$ cat src/rtl/fifo_pkg.sv
// -----------------------------------------------------------------------------
// fifo_pkg
// Shared definitions for the synchronous FIFO family.
//   FWFT_OFF / FWFT_ON : read-mode selectors for the FWFT parameter
//   ptr_width()        : bits needed to address 0..depth-1 (minimum 1)
//   count_width()      : bits needed to hold an occupancy of 0..depth
// -----------------------------------------------------------------------------
package fifo_pkg;

    localparam int FWFT_OFF = 0;
    localparam int FWFT_ON  = 1;

    // Address width for a storage array of 'depth' words.
    function automatic int ptr_width(input int depth);
        if (depth > 1) begin
            return $clog2(depth);
        end else begin
            return 1;
        end
    endfunction

    // Width able to represent every occupancy value from 0 to depth inclusive.
    function automatic int count_width(input int depth);
        return $clog2(depth + 1);
    endfunction

endpackage

$ cat src/rtl/fifo_ram.sv
// -----------------------------------------------------------------------------
// fifo_ram
// DATA_DEPTH x DATA_WIDTH register array with one synchronous write port and
// one read port. With FWFT=0 the read port is registered (data appears the
// cycle after rd_en); with FWFT=1 it is a combinational view of rd_addr so the
// head word is always presented.
// Ports:
//   clk      : clock, rising edge
//   rst      : async active-high reset (clears only the read register)
//   wr_en    : write strobe
//   wr_addr  : write address
//   wr_data  : write data
//   rd_en    : read strobe (registered mode only)
//   rd_addr  : read address
//   rd_data  : read data
// -----------------------------------------------------------------------------
module fifo_ram
    import fifo_pkg::*;
#(
    parameter int DATA_WIDTH = 8,
    parameter int DATA_DEPTH = 64,
    parameter int FWFT       = FWFT_OFF,
    parameter int ADDR_W     = 6
) (
    input  logic                  clk,
    input  logic                  rst,
    input  logic                  wr_en,
    input  logic [ADDR_W-1:0]     wr_addr,
    input  logic [DATA_WIDTH-1:0] wr_data,
    input  logic                  rd_en,
    input  logic [ADDR_W-1:0]     rd_addr,
    output logic [DATA_WIDTH-1:0] rd_data
);

    // The array itself is never reset; occupancy tracking in the parent makes
    // stale contents unreachable.
    logic [DATA_WIDTH-1:0] mem_q [DATA_DEPTH];

    // Storage write port.
    always_ff @(posedge clk) begin
        if (wr_en) begin
            mem_q[wr_addr] <= wr_data;
        end
    end

    generate
        if (FWFT == FWFT_ON) begin : g_head_read
            // Head word is visible as soon as it has been written.
            assign rd_data = mem_q[rd_addr];

            logic unused_rd_s;
            assign unused_rd_s = rst ^ rd_en;
        end else begin : g_reg_read
            logic [DATA_WIDTH-1:0] rd_data_q;

            // Registered read port: loads on an accepted read, holds otherwise.
            always_ff @(posedge clk or posedge rst) begin
                if (rst) begin
                    rd_data_q <= {DATA_WIDTH{1'b0}};
                end else if (rd_en) begin
                    rd_data_q <= mem_q[rd_addr];
                end else begin
                    rd_data_q <= rd_data_q;
                end
            end

            assign rd_data = rd_data_q;
        end
    endgenerate

endmodule

$ cat src/rtl/sync_fifo_param.sv
// -----------------------------------------------------------------------------
// sync_fifo_param
// Single-clock FIFO of any depth >= 2 (power of two not required), with
// standard (1-cycle read latency) or first-word-fall-through read mode,
// occupancy count, full/empty/almost flags and one-cycle overflow/underflow
// error pulses.
// Ports:
//   clk          : clock, rising edge
//   rst          : asynchronous active-high reset
//   wr_en        : write request, accepted when not full
//   data_in      : write data
//   rd_en        : read request, accepted when not empty
//   data_out     : read data (FWFT=0: registered; FWFT=1: head word)
//   data_valid   : data_out holds a valid word
//   full, empty  : count==DATA_DEPTH / count==0
//   almost_full  : count >= AFULL_LVL
//   almost_empty : count <= AEMPTY_LVL
//   count        : number of stored words
//   overflow     : pulses the cycle after a rejected write
//   underflow    : pulses the cycle after a rejected read
// -----------------------------------------------------------------------------
module sync_fifo_param
    import fifo_pkg::*;
#(
    parameter int DATA_WIDTH = 8,
    parameter int DATA_DEPTH = 64,
    parameter int FWFT       = FWFT_OFF,
    parameter int AFULL_LVL  = DATA_DEPTH - 4,
    parameter int AEMPTY_LVL = 4
) (
    input  logic                                clk,
    input  logic                                rst,
    input  logic                                wr_en,
    input  logic [DATA_WIDTH-1:0]               data_in,
    input  logic                                rd_en,
    output logic [DATA_WIDTH-1:0]               data_out,
    output logic                                data_valid,
    output logic                                full,
    output logic                                empty,
    output logic                                almost_full,
    output logic                                almost_empty,
    output logic [count_width(DATA_DEPTH)-1:0]  count,
    output logic                                overflow,
    output logic                                underflow
);

    localparam int PTR_W = ptr_width(DATA_DEPTH);
    localparam int CNT_W = count_width(DATA_DEPTH);

    localparam logic [PTR_W-1:0] LAST_PTR   = PTR_W'(DATA_DEPTH - 1);
    localparam logic [CNT_W-1:0] DEPTH_CNT  = CNT_W'(DATA_DEPTH);
    localparam logic [CNT_W-1:0] AFULL_CNT  = CNT_W'(AFULL_LVL);
    localparam logic [CNT_W-1:0] AEMPTY_CNT = CNT_W'(AEMPTY_LVL);

    // Reject unusable parameter sets while elaborating.
    generate
        if ((DATA_DEPTH < 2) || (DATA_WIDTH < 1) ||
            (AFULL_LVL < 1) || (AFULL_LVL > DATA_DEPTH) ||
            (AEMPTY_LVL < 0) || (AEMPTY_LVL > DATA_DEPTH - 1) ||
            ((FWFT != FWFT_OFF) && (FWFT != FWFT_ON))) begin : g_bad_params
            $error("sync_fifo_param: illegal DATA_DEPTH/AFULL_LVL/AEMPTY_LVL/FWFT");
        end
    endgenerate

    logic [PTR_W-1:0] wr_ptr_q, wr_ptr_d;
    logic [PTR_W-1:0] rd_ptr_q, rd_ptr_d;
    logic [CNT_W-1:0] count_q, count_d;
    logic             overflow_q, overflow_d;
    logic             underflow_q, underflow_d;
    logic             valid_q, valid_d;

    logic             full_s;
    logic             empty_s;
    logic             wr_acc_s;
    logic             rd_acc_s;
    logic [DATA_WIDTH-1:0] ram_rd_data_s;

    // Flags come only from the registered count, so wr_en/rd_en never reach
    // them combinationally.
    assign full_s  = (count_q == DEPTH_CNT);
    assign empty_s = (count_q == {CNT_W{1'b0}});

    // Acceptance, pointer wrap, occupancy and error-pulse next state.
    always_comb begin
        wr_acc_s    = wr_en & ~full_s;
        rd_acc_s    = rd_en & ~empty_s;
        wr_ptr_d    = wr_ptr_q;
        rd_ptr_d    = rd_ptr_q;
        count_d     = count_q;
        overflow_d  = wr_en & full_s;
        underflow_d = rd_en & empty_s;
        valid_d     = rd_acc_s;

        // Explicit wrap at DATA_DEPTH-1 keeps non-power-of-two depths correct.
        if (wr_acc_s) begin
            if (wr_ptr_q == LAST_PTR) begin
                wr_ptr_d = {PTR_W{1'b0}};
            end else begin
                wr_ptr_d = wr_ptr_q + PTR_W'(1);
            end
        end else begin
            wr_ptr_d = wr_ptr_q;
        end

        if (rd_acc_s) begin
            if (rd_ptr_q == LAST_PTR) begin
                rd_ptr_d = {PTR_W{1'b0}};
            end else begin
                rd_ptr_d = rd_ptr_q + PTR_W'(1);
            end
        end else begin
            rd_ptr_d = rd_ptr_q;
        end

        case ({wr_acc_s, rd_acc_s})
            2'b10:   count_d = count_q + CNT_W'(1);
            2'b01:   count_d = count_q - CNT_W'(1);
            default: count_d = count_q;
        endcase
    end

    // Pointer, occupancy, valid and error-pulse registers.
    always_ff @(posedge clk or posedge rst) begin
        if (rst) begin
            wr_ptr_q    <= {PTR_W{1'b0}};
            rd_ptr_q    <= {PTR_W{1'b0}};
            count_q     <= {CNT_W{1'b0}};
            overflow_q  <= 1'b0;
            underflow_q <= 1'b0;
            valid_q     <= 1'b0;
        end else begin
            wr_ptr_q    <= wr_ptr_d;
            rd_ptr_q    <= rd_ptr_d;
            count_q     <= count_d;
            overflow_q  <= overflow_d;
            underflow_q <= underflow_d;
            valid_q     <= valid_d;
        end
    end

    fifo_ram #(
        .DATA_WIDTH (DATA_WIDTH),
        .DATA_DEPTH (DATA_DEPTH),
        .FWFT       (FWFT),
        .ADDR_W     (PTR_W)
    ) u_ram (
        .clk     (clk),
        .rst     (rst),
        .wr_en   (wr_acc_s),
        .wr_addr (wr_ptr_q),
        .wr_data (data_in),
        .rd_en   (rd_acc_s),
        .rd_addr (rd_ptr_q),
        .rd_data (ram_rd_data_s)
    );

    generate
        if (FWFT == FWFT_ON) begin : g_fwft_out
            // Head word is shown only while something is stored, so an empty
            // FIFO presents zero rather than stale or unwritten storage.
            assign data_valid = ~empty_s;
            assign data_out   = empty_s ? {DATA_WIDTH{1'b0}} : ram_rd_data_s;

            logic unused_valid_s;
            assign unused_valid_s = valid_q;
        end else begin : g_std_out
            assign data_valid = valid_q;
            assign data_out   = ram_rd_data_s;
        end
    endgenerate

    assign full         = full_s;
    assign empty        = empty_s;
    assign almost_full  = (count_q >= AFULL_CNT);
    assign almost_empty = (count_q <= AEMPTY_CNT);
    assign count        = count_q;
    assign overflow     = overflow_q;
    assign underflow    = underflow_q;

endmodule

$ cat config.mk
export PLATFORM = sky130hd
export DESIGN_NAME = sync_fifo_param
export DESIGN_NICKNAME = d
export VERILOG_FILES = /design/src/rtl/fifo_pkg.sv /design/src/rtl/fifo_ram.sv /design/src/rtl/sync_fifo_param.sv
export SDC_FILE = /design/constraint.sdc
export NUM_CORES = 1
export LEC_CHECK = 0
export CORE_ASPECT_RATIO = 0.7
export CORE_MARGIN = 3
export CORE_UTILIZATION = 55
export DETAILED_ROUTE_END_ITERATION = 6
export PLACE_DENSITY = 0.71
export SLEW_MARGIN = 30
export SYNTH_ARGS = -nofsm -noshare
export SYNTH_HDL_FRONTEND = slang
export SYNTH_SLANG_ARGS = --single-unit
$ cat constraint.sdc
create_clock -name clk -period 9.92 [get_ports clk]
set_clock_uncertainty 0.15 [all_clocks]
set_input_delay 1.984 -clock clk [delete_from_list [all_inputs] [get_ports clk]]
set_output_delay 1.984 -clock clk [all_outputs]
set_load 0.03 [all_outputs]
==> summary.md <==
| Metric | Value |
|---|---|
| Post-synthesis cell count | 1132 |
| Cell variety after synth | 58 |
| H-tree depth | 2 |
| Tcrit/Tclk final | about half |
| First-pass GRT wire length | 70960 um |
| Syn nets | roughly 1200 |
| Final #Nets | 1196 |
| Setup CP Type | input port to flip-flop |
| DRC Markers | 0 |
| Cell Rows | around 60 |
| HPWL Detailed | 28250 um |
| Top layer in use | met4 |
| Slowest CP cell | nor2_1 |
| Critical path data arrival time | 4.87 ns |
| Vias per cell | 6.334 |
| Most Frequent Cell on Critical Path | nor2_1 |
| Die area | approximately 0.042 mm^2 |
| Routed length on met1 | 20990 um |
| Met2 WL | roughly 21000 um |
| Die span in x | 242.5 um |
| Postcts setup bufs | 0 |
| Number of CTS-inserted buffers | 49 |
| MaxCap Viol Count | 0 |
| Post-place instance area | 0.02223 mm^2 |
| Setup violators final | 0 |
| I/O Buffers | 33 |
| GPL Wtd Cong | roughly 0.87 |
| Largest fanout on the critical path | 8 |
| Worst-margin pin slew | between 0.9 and 1 ns |
| Die Y | 171.6 um |
| RSZ-0062 raised after global routing | false |
| Hold buffer count at CTS | 0 |
| Total Routing Usage GR | 23.13% |
| Largest net degree at the start of global routing | 65 |
| Worst-path clk slew | about 0.060 ns |
| Root Buffer | clkbuf_16 |
| Count leader, synth | edfxtp_1 |
| Final slew viol count | 0 |
| Fmax | slightly above 0.2 GHz |
| Fraction of layout cells with a size suffix above 1 | approximately 17% |
| Max_slew headroom | 37.03% |
| # IOs | 34 |
| TNS Setup | 0 ns |
| P&R area growth vs syn | 10.01% |
| CTS tree | built |
| Sequential area share after synthesis | 74.86% |
| Total Wirelength | ~47000 um |
| Synth Flop Type | edfxtp_1 |
| Gr ovfl total | 0 |
| Leakage | 7.633 nW |
| Vias in the first global route | 10700 |
| Clock Tree Buf Depth | 3 |
| Post-synth top area cell | edfxtp_1 |
| Number of flops mapped to enable cells by yosys | 512 |
| Worst Path Required | between 9 and 10 ns |
| Synthesized flop and latch total | about 540 |
| Via count | 10960 |
| Synth area leaders | edfxtp_1, mux4_2, dfrtp_1 |
| DRT antenna net count | 0 |
| HP Class | flip-flop to flip-flop |
| Critical path startpoint category | input port |
| CTS sink cnt | 542 |
| Final Hold Fails | 0 |
| PwrDens | approximately 260 mW/mm^2 |
| Antenna cell count | 0 |
| Mapped Avg Cell Area | 19.03 um^2 |
| Finished Cell Area | between 0.02 and 0.025 mm^2 |
| CP cell instances | clkdlybuf4s50_1, inv_1, a31oi_2, inv_2, nor2_1, nand3_1, nor2_1 |
| Max incr delay on CP | roughly 0.89 ns |
| Initial core utilization | 56.88% |
| Peak supply drop | 0.1528 mV |
| Routed wl met3 | 4824 um |
| Mapped Area | roughly 0.022 mm^2 |
| Clock latency on the worst-skew pair | 0.56 ns |
| Ys Warns | 0 |
| Initial antenna violation count | 0 |
| Iteration-0 DRC count of the detailed router | 1290 |
| Share of the synthesized area in the top cell type | 71.38% |
| Share of flip-flops with an asynchronous set or reset | about 5.5% |
| WL/cell | 27.34 um |
| TritonRoute pass-1 iters | 5 |
| Cts repair resizes | 0 |
| Synth top cells by count | edfxtp_1, mux4_2, nor2_1, mux2i_1, nand2_1 |
| Final min period | roughly 4.8 ns |
| Outcome | completed |
| Core Area | between 0.03 and 0.04 mm^2 |
| CP endpoint kind | flip-flop |
-- area by class of cell --
| type | count | area [um^2] |
|---|---|---|
| clock buffer | 64 | 1313 |
| multi-input combinational | 520 | 4987 |
| fill | 2641 | 14170 |
| clock inverter | 24 | 143.9 |
| inverter | 12 | 45.04 |
| tap | 518 | 648.1 |
| timing repair buffer | 50 | 421.7 |
| sequential | 542 | 16140 |
-- metrics by stage --
step	setup WS [ns]	instances	util [%]	total power, mW	hold slack, ns
5_1_grt	4.952	1730	62.57	6.430	0.4063
3_3_place_gp	4.531	1641	58.69	4.449	0.3978
3_5_place_dp	4.495	1642	58.71	4.471	0.3799
4_1_cts	5.058	1730	62.56	6.204	0.3941
2_1_floorplan	5.430	1132	-	3.971	0.3882
6_report	5.074	1730	62.57	6.190	0.3965
-- state kept, by name, indices dropped and copies added (netlist names) --
signal         flops
count              7
data_valid         1
overflow           1
rd_ptr_q           6
u_ram.mem_q      512
u_ram.rd_data      8
underflow          1
wr_ptr_q           6
-- layer usage --
metal	vias to the layer above	GRT usage (%)
met5	-	0
met4	0	4.517
met3	61	6.156
met2	536	33.42
met1	5681	36.14
li1	4680	-
-- power breakdown --
group          total (mW)  internal (mW)  leakage [nW]  switching, mW
registers            2.86           2.62          4.96          0.237
clock network        1.75          0.957         0.719          0.793
logic                1.58          0.671          1.95          0.908
total                6.19           4.25          7.63           1.94
-- kinds of logic (layout without fill, tap and decap cells) --
logic type | count (synthesis) | count (layout) | share of synthesized area (%)
compound gates | 126 | 126 | 4.211
xor+xnor | 10 | 10 | 0.4066
fa+ha+maj | 9 | 9 | 0.5577
buf+inv | 70 | 150 | 1.987
flops | 542 | 542 | 74.86
mux | 176 | 176 | 13.81
simple gates | 199 | 199 | 4.165
-- worst max-delay path, delay by kind of cell --
kind | cells | cell delay [ns]
AO/OA/AOI/OAI | 1 | 0.37
buffers and inverters | 3 | 0.66
AND/OR/NAND/NOR | 3 | 1.85
-- cells in the final DEF (no fill, tap or decap), drive strengths merged, types with 4 or more instances in the layout --
| cell | n |
|---|---|
| o32a | 6 |
| o21ai | 25 |
| nor2 | 85 |
| mux2i | 71 |
| nor2b | 11 |
| mux2 | 9 |
| a211oi | 15 |
| nand2 | 46 |
| clkinv | 23 |
| buf | 25 |
| xnor2 | 6 |
| nand3 | 23 |
| a221oi | 11 |
| a31oi | 5 |
| a22oi | 10 |
| o22ai | 11 |
| nand3b | 5 |
| clkbuf | 64 |
| dfrtp | 30 |
| a21oi | 19 |
| inv | 11 |
| edfxtp | 512 |
| clkdlybuf4s50 | 25 |
| xor2 | 4 |
| ha | 8 |
| mux4 | 96 |
| nor3 | 12 |
-- final timing paths --
path,start,end,slack [ns],cells after the start
worst max register to register,rd_ptr_q[1],u_ram.rd_data[4],6.15,7
worst min register to register,u_ram.rd_data[0],u_ram.rd_data[0],0.40,1
max in group asynchronous,rst,rd_ptr_q[1],7.61,3
worst min-delay path,u_ram.rd_data[0],u_ram.rd_data[0],0.40,1
worst max-delay path,wr_en,u_ram.mem_q[6][6],5.07,7
min in group asynchronous,rst,count[2],1.67,3
(Power assumes the default switching activity.)
